<file path="src/rtl/ifetch_queue_if.sv">
// ifetch_queue_if: bus bundle between the fetch queue, the instruction ROM,
// the redirect source and the ID stage.
//   master : the fetch queue (drives ROM request, head entry, occupancy)
//   slave  : the environment (ROM data, redirect, ID ready)
// Signals:
//   rom_ce_o/rom_addr_o/rom_data_i          synchronous ROM, 1-cycle latency
//   redirect_i/redirect_pc_i                flush and restart fetch
//   deq_valid_o/deq_ready_i                 head handshake to ID
//   deq_pc_o/deq_inst_o/deq_pc31_o          head entry
//   count_o                                 FIFO occupancy
interface ifetch_queue_if #(
  parameter int ADDR_W = 32,
  parameter int INST_W = 32,
  parameter int CNT_W  = 3
);
  logic              rom_ce_o;
  logic [ADDR_W-1:0] rom_addr_o;
  logic [INST_W-1:0] rom_data_i;
  logic              redirect_i;
  logic [ADDR_W-1:0] redirect_pc_i;
  logic              deq_valid_o;
  logic              deq_ready_i;
  logic [ADDR_W-1:0] deq_pc_o;
  logic [INST_W-1:0] deq_inst_o;
  logic              deq_pc31_o;
  logic [CNT_W-1:0]  count_o;

  modport master (
    output rom_ce_o, rom_addr_o, deq_valid_o, deq_pc_o, deq_inst_o,
           deq_pc31_o, count_o,
    input  rom_data_i, redirect_i, redirect_pc_i, deq_ready_i
  );

  modport slave (
    input  rom_ce_o, rom_addr_o, deq_valid_o, deq_pc_o, deq_inst_o,
           deq_pc31_o, count_o,
    output rom_data_i, redirect_i, redirect_pc_i, deq_ready_i
  );
endinterface

</file>
<file path="src/rtl/ifetch_queue.sv">
// ifetch_queue: instruction-fetch front end. Owns the fetch PC, issues reads
// to a 1-cycle-latency ROM and buffers returned {pc, inst} pairs in a
// DEPTH-entry FIFO drained by ID with valid/ready. A redirect flushes the
// FIFO, drops any returning word and restarts fetch at the (word-aligned)
// target.
// Ports:
//   clk  rising-edge clock
//   rst  synchronous active-high reset
//   bus  ifetch_queue_if.master (ROM request/response, redirect, head, count)
// Configuration macro IFQ_BYPASS_EN: when defined, a ROM word arriving at an
// empty queue is presented on the head combinationally and, if accepted,
// is never written.
module ifetch_queue #(
  parameter int                DEPTH    = 4,
  parameter int                ADDR_W   = 32,
  parameter int                INST_W   = 32,
  parameter logic [ADDR_W-1:0] RESET_PC = {1'b1, {(ADDR_W-1){1'b0}}}
) (
  input  logic          clk,
  input  logic          rst,
  ifetch_queue_if.master bus
);
  localparam int PW    = $clog2(DEPTH);
  localparam int CNT_W = PW + 1;

  logic [ADDR_W-1:0] r_fetch_pc;
  logic [ADDR_W-1:0] r_inflight_pc;
  logic              r_inflight;
  logic [CNT_W-1:0]  r_rd_ptr, r_wr_ptr;
  logic [ADDR_W-1:0] r_pc_mem   [DEPTH];
  logic [INST_W-1:0] r_inst_mem [DEPTH];

  logic [CNT_W-1:0]  w_count;
  logic [CNT_W:0]    w_occ;
  logic              w_empty, w_byp, w_valid, w_deq, w_deq_fifo, w_enq, w_issue;
  logic [ADDR_W-1:0] w_head_pc;
  logic [INST_W-1:0] w_head_inst;

  // Pointers carry one extra wrap bit, so the difference is the occupancy.
  assign w_count = r_wr_ptr - r_rd_ptr;
  assign w_empty = (r_wr_ptr == r_rd_ptr);

`ifdef IFQ_BYPASS_EN
  // A word returning in a redirect cycle is stale, so it is never bypassed.
  assign w_byp = w_empty && r_inflight && !rst && !bus.redirect_i;
`else
  assign w_byp = 1'b0;
`endif

  assign w_valid    = !rst && (!w_empty || w_byp);
  assign w_deq      = w_valid && bus.deq_ready_i;
  assign w_deq_fifo = w_deq && !w_byp;
  assign w_enq      = r_inflight && !rst && !bus.redirect_i && !(w_byp && bus.deq_ready_i);

  // Occupancy once this cycle's response lands and this cycle's dequeue
  // leaves; issuing only while it is below DEPTH keeps the FIFO from
  // ever overflowing without stalling the ROM.
  assign w_occ   = (CNT_W+1)'(w_count) + (CNT_W+1)'(r_inflight) - (CNT_W+1)'(w_deq);
  assign w_issue = !rst && !bus.redirect_i && (w_occ < (CNT_W+1)'(DEPTH));

  assign w_head_pc   = w_byp ? r_inflight_pc : r_pc_mem[r_rd_ptr[PW-1:0]];
  assign w_head_inst = w_byp ? bus.rom_data_i : r_inst_mem[r_rd_ptr[PW-1:0]];

  assign bus.rom_ce_o    = w_issue;
  assign bus.rom_addr_o  = rst ? '0 : {1'b0, r_fetch_pc[ADDR_W-2:0]};
  assign bus.deq_valid_o = w_valid;
  assign bus.deq_pc_o    = w_valid ? w_head_pc : '0;
  assign bus.deq_inst_o  = w_valid ? w_head_inst : '0;
  assign bus.deq_pc31_o  = w_valid && w_head_pc[ADDR_W-1];
  assign bus.count_o     = rst ? '0 : w_count;

  always_ff @(posedge clk) begin
    if (rst) begin
      r_fetch_pc    <= RESET_PC;
      r_inflight_pc <= '0;
      r_inflight    <= 1'b0;
      r_rd_ptr      <= '0;
      r_wr_ptr      <= '0;
    end else if (bus.redirect_i) begin
      // Flush: returning word is dropped via w_enq, target is word-aligned.
      r_fetch_pc <= bus.redirect_pc_i & ~ADDR_W'(3);
      r_inflight <= 1'b0;
      r_rd_ptr   <= '0;
      r_wr_ptr   <= '0;
    end else begin
      r_inflight <= w_issue;
      if (w_issue) begin
        r_inflight_pc <= r_fetch_pc;
        r_fetch_pc    <= r_fetch_pc + ADDR_W'(4);
      end
      if (w_enq)      r_wr_ptr <= r_wr_ptr + CNT_W'(1);
      if (w_deq_fifo) r_rd_ptr <= r_rd_ptr + CNT_W'(1);
    end
  end

  // Storage needs no reset; entries are only read once written.
  always_ff @(posedge clk) begin
    if (w_enq) begin
      r_pc_mem[r_wr_ptr[PW-1:0]]   <= r_inflight_pc;
      r_inst_mem[r_wr_ptr[PW-1:0]] <= bus.rom_data_i;
    end
  end
endmodule

</file>
<file path="src/flat_wrapper.sv">
// flat-port wrapper written by rule: the top's interface ports become plain ports
module ifetch_queue_flat 
#(
  parameter int                DEPTH    = 4,
  parameter int                ADDR_W   = 32,
  parameter int                INST_W   = 32,
  parameter logic [ADDR_W-1:0] RESET_PC = {1'b1, {(ADDR_W-1){1'b0}}}
)
  (clk, rst, bus_rom_ce_o, bus_rom_addr_o, bus_deq_valid_o, bus_deq_pc_o, bus_deq_inst_o, bus_deq_pc31_o, bus_count_o, bus_rom_data_i, bus_redirect_i, bus_redirect_pc_i, bus_deq_ready_i);
  ifetch_queue_if #(.ADDR_W(ADDR_W), .INST_W(INST_W), .CNT_W(3)) bus_i ();
  input  logic clk;
  input  logic rst;
  output wire logic [$bits(bus_i.rom_ce_o)-1:0] bus_rom_ce_o;
  output wire logic [$bits(bus_i.rom_addr_o)-1:0] bus_rom_addr_o;
  output wire logic [$bits(bus_i.deq_valid_o)-1:0] bus_deq_valid_o;
  output wire logic [$bits(bus_i.deq_pc_o)-1:0] bus_deq_pc_o;
  output wire logic [$bits(bus_i.deq_inst_o)-1:0] bus_deq_inst_o;
  output wire logic [$bits(bus_i.deq_pc31_o)-1:0] bus_deq_pc31_o;
  output wire logic [$bits(bus_i.count_o)-1:0] bus_count_o;
  input wire logic [$bits(bus_i.rom_data_i)-1:0] bus_rom_data_i;
  input wire logic [$bits(bus_i.redirect_i)-1:0] bus_redirect_i;
  input wire logic [$bits(bus_i.redirect_pc_i)-1:0] bus_redirect_pc_i;
  input wire logic [$bits(bus_i.deq_ready_i)-1:0] bus_deq_ready_i;
  assign bus_rom_ce_o = bus_i.rom_ce_o;
  assign bus_rom_addr_o = bus_i.rom_addr_o;
  assign bus_deq_valid_o = bus_i.deq_valid_o;
  assign bus_deq_pc_o = bus_i.deq_pc_o;
  assign bus_deq_inst_o = bus_i.deq_inst_o;
  assign bus_deq_pc31_o = bus_i.deq_pc31_o;
  assign bus_count_o = bus_i.count_o;
  assign bus_i.rom_data_i = bus_rom_data_i;
  assign bus_i.redirect_i = bus_redirect_i;
  assign bus_i.redirect_pc_i = bus_redirect_pc_i;
  assign bus_i.deq_ready_i = bus_deq_ready_i;
  ifetch_queue #(.DEPTH(DEPTH), .ADDR_W(ADDR_W), .INST_W(INST_W), .RESET_PC(RESET_PC)) u_core (.clk(clk), .rst(rst), .bus(bus_i));
endmodule
</file>
<file path="config.mk">
export PLATFORM = sky130hd
export DESIGN_NAME = ifetch_queue_flat
export DESIGN_NICKNAME = d
export VERILOG_FILES = /design/src/rtl/ifetch_queue_if.sv /design/src/rtl/ifetch_queue.sv /design/src/flat_wrapper.sv
export SDC_FILE = /design/constraint.sdc
export NUM_CORES = 1
export LEC_CHECK = 0
export CORE_ASPECT_RATIO = 0.75
export CORE_MARGIN = 1.5
export CORE_UTILIZATION = 60
export DETAILED_ROUTE_END_ITERATION = 10
export GPL_TIMING_DRIVEN = 0
export PLACE_DENSITY = 0.86
export REMOVE_ABC_BUFFERS = 1
export SKIP_LAST_GASP = 1
export SLEW_MARGIN = 15
export SYNTH_ARGS = -nofsm -noshare
export SYNTH_HDL_FRONTEND = slang
export SYNTH_SLANG_ARGS = --single-unit
</file>
<file path="constraint.sdc">
create_clock -name clk -period 7.55 [get_ports clk]
set_input_delay 1.51 -clock clk [delete_from_list [all_inputs] [get_ports clk]]
set_output_delay 1.51 -clock clk [all_outputs]
set_load 0.02 [all_outputs]
</file>
# Yosys cells after proc, flatten, opt, wreduce, memory -nomap -nowiden
# Memories as Yosys holds them, arrays and structs flattened. A register that Yosys moved wholly into a read port is not among the register bits.
# Cells that the tools add are included.
# totals
register_bits,71
ram_bits,256
inputBits,68
out_inout_bits,102
wordCells,42
n_memories,2
# classes
add_sub_neg,6
n_lt_le_gt_ge,1
n_eq_ne,1
mux,12
bitwise_logic,1
n_reduce_logical,13
# mem_list
memory,words,width,rd,rd_ports_with_merged_regs,wr,line,text
u_core.r_inst_mem,4,32,1,1,1,ifetch_queue.sv:31,logic [INST_W-1:0] r_inst_mem [DEPTH];
u_core.r_pc_mem,4,32,1,1,1,ifetch_queue.sv:30,logic [ADDR_W-1:0] r_pc_mem [DEPTH];
# op_table
op,count
$mux W32,4
$add A32 B3 Y32 const B,1
$mux W31,1
$mux W2,4
$logic_and A1 B1 Y1,7
$add A3 B1 Y3 const B,2
$add A3 B1 Y4,1
$lt A4 B3 Y1 const B,1
$sub A4 B1 Y4,1
$eq A3 B3 Y1,1
$logic_not A1 Y1,3
$mux W3,1
$sub A3 B3 Y3,1
$mux W1,2
$reduce_and A2 Y1,1
$reduce_bool A2 Y1,1
$reduce_or A2 Y1,1
$not A1 Y1,1

# Depth between registers and ports, before layout
# depth
depth_word,9
ltp_mapped,16
mapped_depth_nobuf,13

# Worst setup path before layout
# No wires, ideal clock.
# synth_path
kind,input port to output port
from,input rst
to,output bus_rom_ce_o
t_arrival_ns,3.793
required_ns,6.040
path_slack_ns,2.247
cell_stages,14
path_buffers,4
cell_sequence,clkbuf_1 > a31oi_1 > nand2_1 > inv_1 > ha_1 > inv_1 > ha_1 > nor3b_1 > o211a_1 > buf_6 > a32oi_2 > buf_6 > buf_12 > inv_1
# synth_between
elab_chain_len,6
word_cells_on_any_way,7
cone_classes,1 x add/sub; 1 x order compare; 5 x reduce/logical
# synth_rtl
element,line,text
from (decl),flat_wrapper.sv:12,input logic rst;
$logic_not A1 Y1,ifetch_queue.sv:50,assign w_valid = !rst && (!w_empty || w_byp);
$logic_and A1 B1 Y1,ifetch_queue.sv:50,
$logic_and A1 B1 Y1,ifetch_queue.sv:51,assign w_deq = w_valid && bus.deq_ready_i;
named net u_core.w_deq,ifetch_queue.sv:35,"logic w_empty, w_byp, w_valid, w_deq, w_deq_fifo, w_enq, w_issue;"
$sub A4 B1 Y4,ifetch_queue.sv:58,assign w_occ = (CNT_W+1)'(w_count) + (CNT_W+1)'(r_inflight) - (CNT_W+1)'(w_deq);
$lt A4 B3 Y1,ifetch_queue.sv:59,assign w_issue = !rst && !bus.redirect_i && (w_occ < (CNT_W+1)'(DEPTH));
$logic_and A1 B1 Y1,ifetch_queue.sv:59,
to (decl),flat_wrapper.sv:13,output wire logic [$bits(bus_i.rom_ce_o)-1:0] bus_rom_ce_o;
# The timed path passes the listed nets, and every way through them passes these cells.

# Worst setup path after layout
# Ends and elaborated chain as after synthesis.

==> run metrics <==
run status=finished clean; Num CTS Buffers=30; Post-CTS Hold Fix Bufs=0; post-CTS resize count=0; Pwr Density=220 nW/um^2; Post-DP Area=15300 um^2; 1st-iter DRT viols=808; most frequent cells in the layout=edfxtp_1 (248), clkdlybuf4s50_1 (161), and2_1 (72); initial antenna violation count=0; largest net degree at the start of global routing=49; Hold Crit Class=reg -> reg; DRC violations left=0; post-route cell area=16300 um^2; Worst EP arrival=5500 ps; synthesized area per cell=15.3 um^2; die width=175 um; Layout area overhead=22.0%; Final period util=0.929; static leakage=5.42 nW; Post-DRT Antenna Nets=0; clock latency at the later pin of the worst-skew pair=550 ps; Max-slew headroom=0.202; total negative slack=0 ps; first-pass GRT wire length=44700 um; drt first pass iters=5; slew at the pin closest to its max-slew limit=1190 ps; # placed instances=1281; CTS clk-pin slew, worst paths=60 ps; CTS Buffer Depth=3; CP Capture Type=output port; CP Launch Point=rst; Multi-input gate area=4180 um^2; Register Area=8840 um^2; die area=23100 um^2; Initial Util=0.608; layout cells sized above 1=0.128; Period minus WS final=7010 ps; # diodes=0; I/O Buffers=162; setup bufs post-CTS=0; vias in the first global route=8091; worst hold margin=494 ps; Placeable Area=21900 um^2; final setup fails=0; Ys Warns=0; Top Ports=170; fin. max-slew vios=0; # nets final=1099; sequential area share after synthesis=0.662; Top FF cell, synth=edfxtp_1; Fin. Hold Viols=0; routed length per instance=21.3 um; root buf cell=clkbuf_16; pre-CTS WS=669 ps; maximum resistive drop on vdd=0.185 mV; mapped cell area=13300 um^2; overall via count from detail_route=8055; total track usage=0.250; Setup Skew=12.2 ps; crit path to=bus_rom_ce_o; Yosys reg bits=317; RSZ-0062 raised after global routing=no; cells after synthesis=869; hpwl dp=18300 um; Critical Setup Path Class=in -> out; R2R Path End=u_core.r_fetch_pc[8]$_SDFFE_PP0P_; total gr overflow=0; Reg2Reg Setup Slack=3250 ps; CTS Sinks=317; worst setup margin=539 ps; EDFF count, synth=248; Critical Path RT=6040 ps; maximum clock rate=143 MHz; routability cong.=0.864; Cell Count, Final, Fillers Out=1337; mean number of vias per cell=6.02; Die Y-Extent=132 um; maxcap violations=0; num rows=47; H-tree depth=1; CTS tree=built; final-layout fill cell count=1341; async set-reset flop share out of synthesis=0; worst r2r src=u_core.r_wr_ptr[0]$_SDFFE_PP0P_; commonest non-fill, non-tap cell in the layout=edfxtp_1; cells on worst reg2reg path=13; WL final=28500 um; synth unique cells=63; Critical Path Fanout Max=48; startpoint types=input pin
cells by family (layout without fill, tap and decap cells):
kind of cell    Yosys count  in the layout  share of synthesized area
flops                   317            317                      0.662
simple gates            302            302                      0.123
mux                      95             95                      0.130
buf+inv                  78            248                     0.0291
compound gates           56             56                     0.0359
fa+ha+maj                12             12                     0.0118
xor+xnor                  8              8                    0.00788
other cells               1              5                   0.000281
stage by stage:
stage / utilization / total power, mW
3_3_place_gp: 0.685 / 2.17
4_1_cts: 0.741 / 3.60
2_1_floorplan: - / 2.06
3_5_place_dp: 0.699 / 2.18
5_1_grt: 0.741 / 3.68
6_report: 0.741 / 3.58
cells in the mapped netlist, types with 4 or more instances:
cell	n	area, um^2
and2_1	72	450
nor4_1	9	56.3
and3_1	6	37.5
ha_1	11	138
buf_4	6	45.0
inv_1	18	67.6
mux4_2	62	1400
or4_1	6	45.0
nand3_1	34	170
nand4_1	10	62.6
clkbuf_1	36	135
a31oi_1	4	25.0
nor2b_1	26	163
buf_1	6	22.5
edfxtp_1	248	7450
a32oi_1	5	43.8
nand2_1	30	113
nor3_1	15	75.1
dfxtp_1	69	1380
xnor2_1	4	35.0
a22oi_1	6	45.0
buf_2	7	35.0
mux2i_1	33	330
or3_1	12	75.1
a21oi_1	6	30.0
nor2_1	66	248
o21ai_0	4	20.0
and4_1	4	35.0
where the power goes:
group / internal [mW] / switching, mW / total, mW
clock: 0.819 / 0.612 / 1.43
combinational: 0.102 / 0.108 / 0.210
sequential: 1.90 / 0.0328 / 1.94
total: 2.82 / 0.753 / 3.58
state kept, by name (all words and copies together) (netlist names), named ones only:
signal and cells:
u_core.r_inflight_pc 30, u_core.r_pc_mem 120, u_core.r_inflight 1, u_core.r_fetch_pc 30, u_core.r_wr_ptr 3, u_core.r_rd_ptr 3, u_core.r_inst_mem 128
area by class of cell:
type,count,area share
Clock inverter,15,0.00739
Clock buffer,41,0.0500
Inverter,18,0.00416
Timing Repair Buffer,174,0.115
Multi-Input combinational cell,478,0.257
Tap cell,294,0.0226
Sequential cell,317,0.543
worst max-delay path, cell delays in order:
cell	delay (ps)
buf_4	250
buf_12	250
a31oi_4	390
nand2_1	180
inv_1	120
ha_1	160
inv_1	50
ha_1	250
nor3b_1	610
o211a_1	510
a32oi_4	250
buf_8	260
inv_1	70
clkdlybuf4s50_1	590
per-layer routing:
metal  vias to the layer above  global-route usage  part of all wire
met3                        55              0.0418             0.069
met4                         0              0.0708             0.026
met5                         -                   0                 0
met2                       326               0.396              0.47
met1                      4047               0.364              0.43
li1                       3627                   -                 -
worst min-delay path by stage:
stage                                                     start                                     to  slack, ps  depth (start not counted)
after floorplan           u_core.r_inflight_pc[10]$_SDFFE_PP0P_       u_core.r_pc_mem[0][10]$_DFFE_PP_        460                          0
after global placement       u_core.r_fetch_pc[31]$_SDFFE_PP1P_  u_core.r_inflight_pc[31]$_SDFFE_PP0P_        480                          2
after detailed placement        u_core.r_rd_ptr[1]$_SDFFE_PP0P_                               register        480                          2
after CTS                       u_core.r_rd_ptr[1]$_SDFFE_PP0P_                               register        490                          2
after global routing      u_core.r_inflight_pc[16]$_SDFFE_PP0P_       u_core.r_pc_mem[0][16]$_DFFE_PP_        530                          0
final                           u_core.r_rd_ptr[1]$_SDFFE_PP0P_                               register        490                          2
Power figures use the tool's default switching activity.
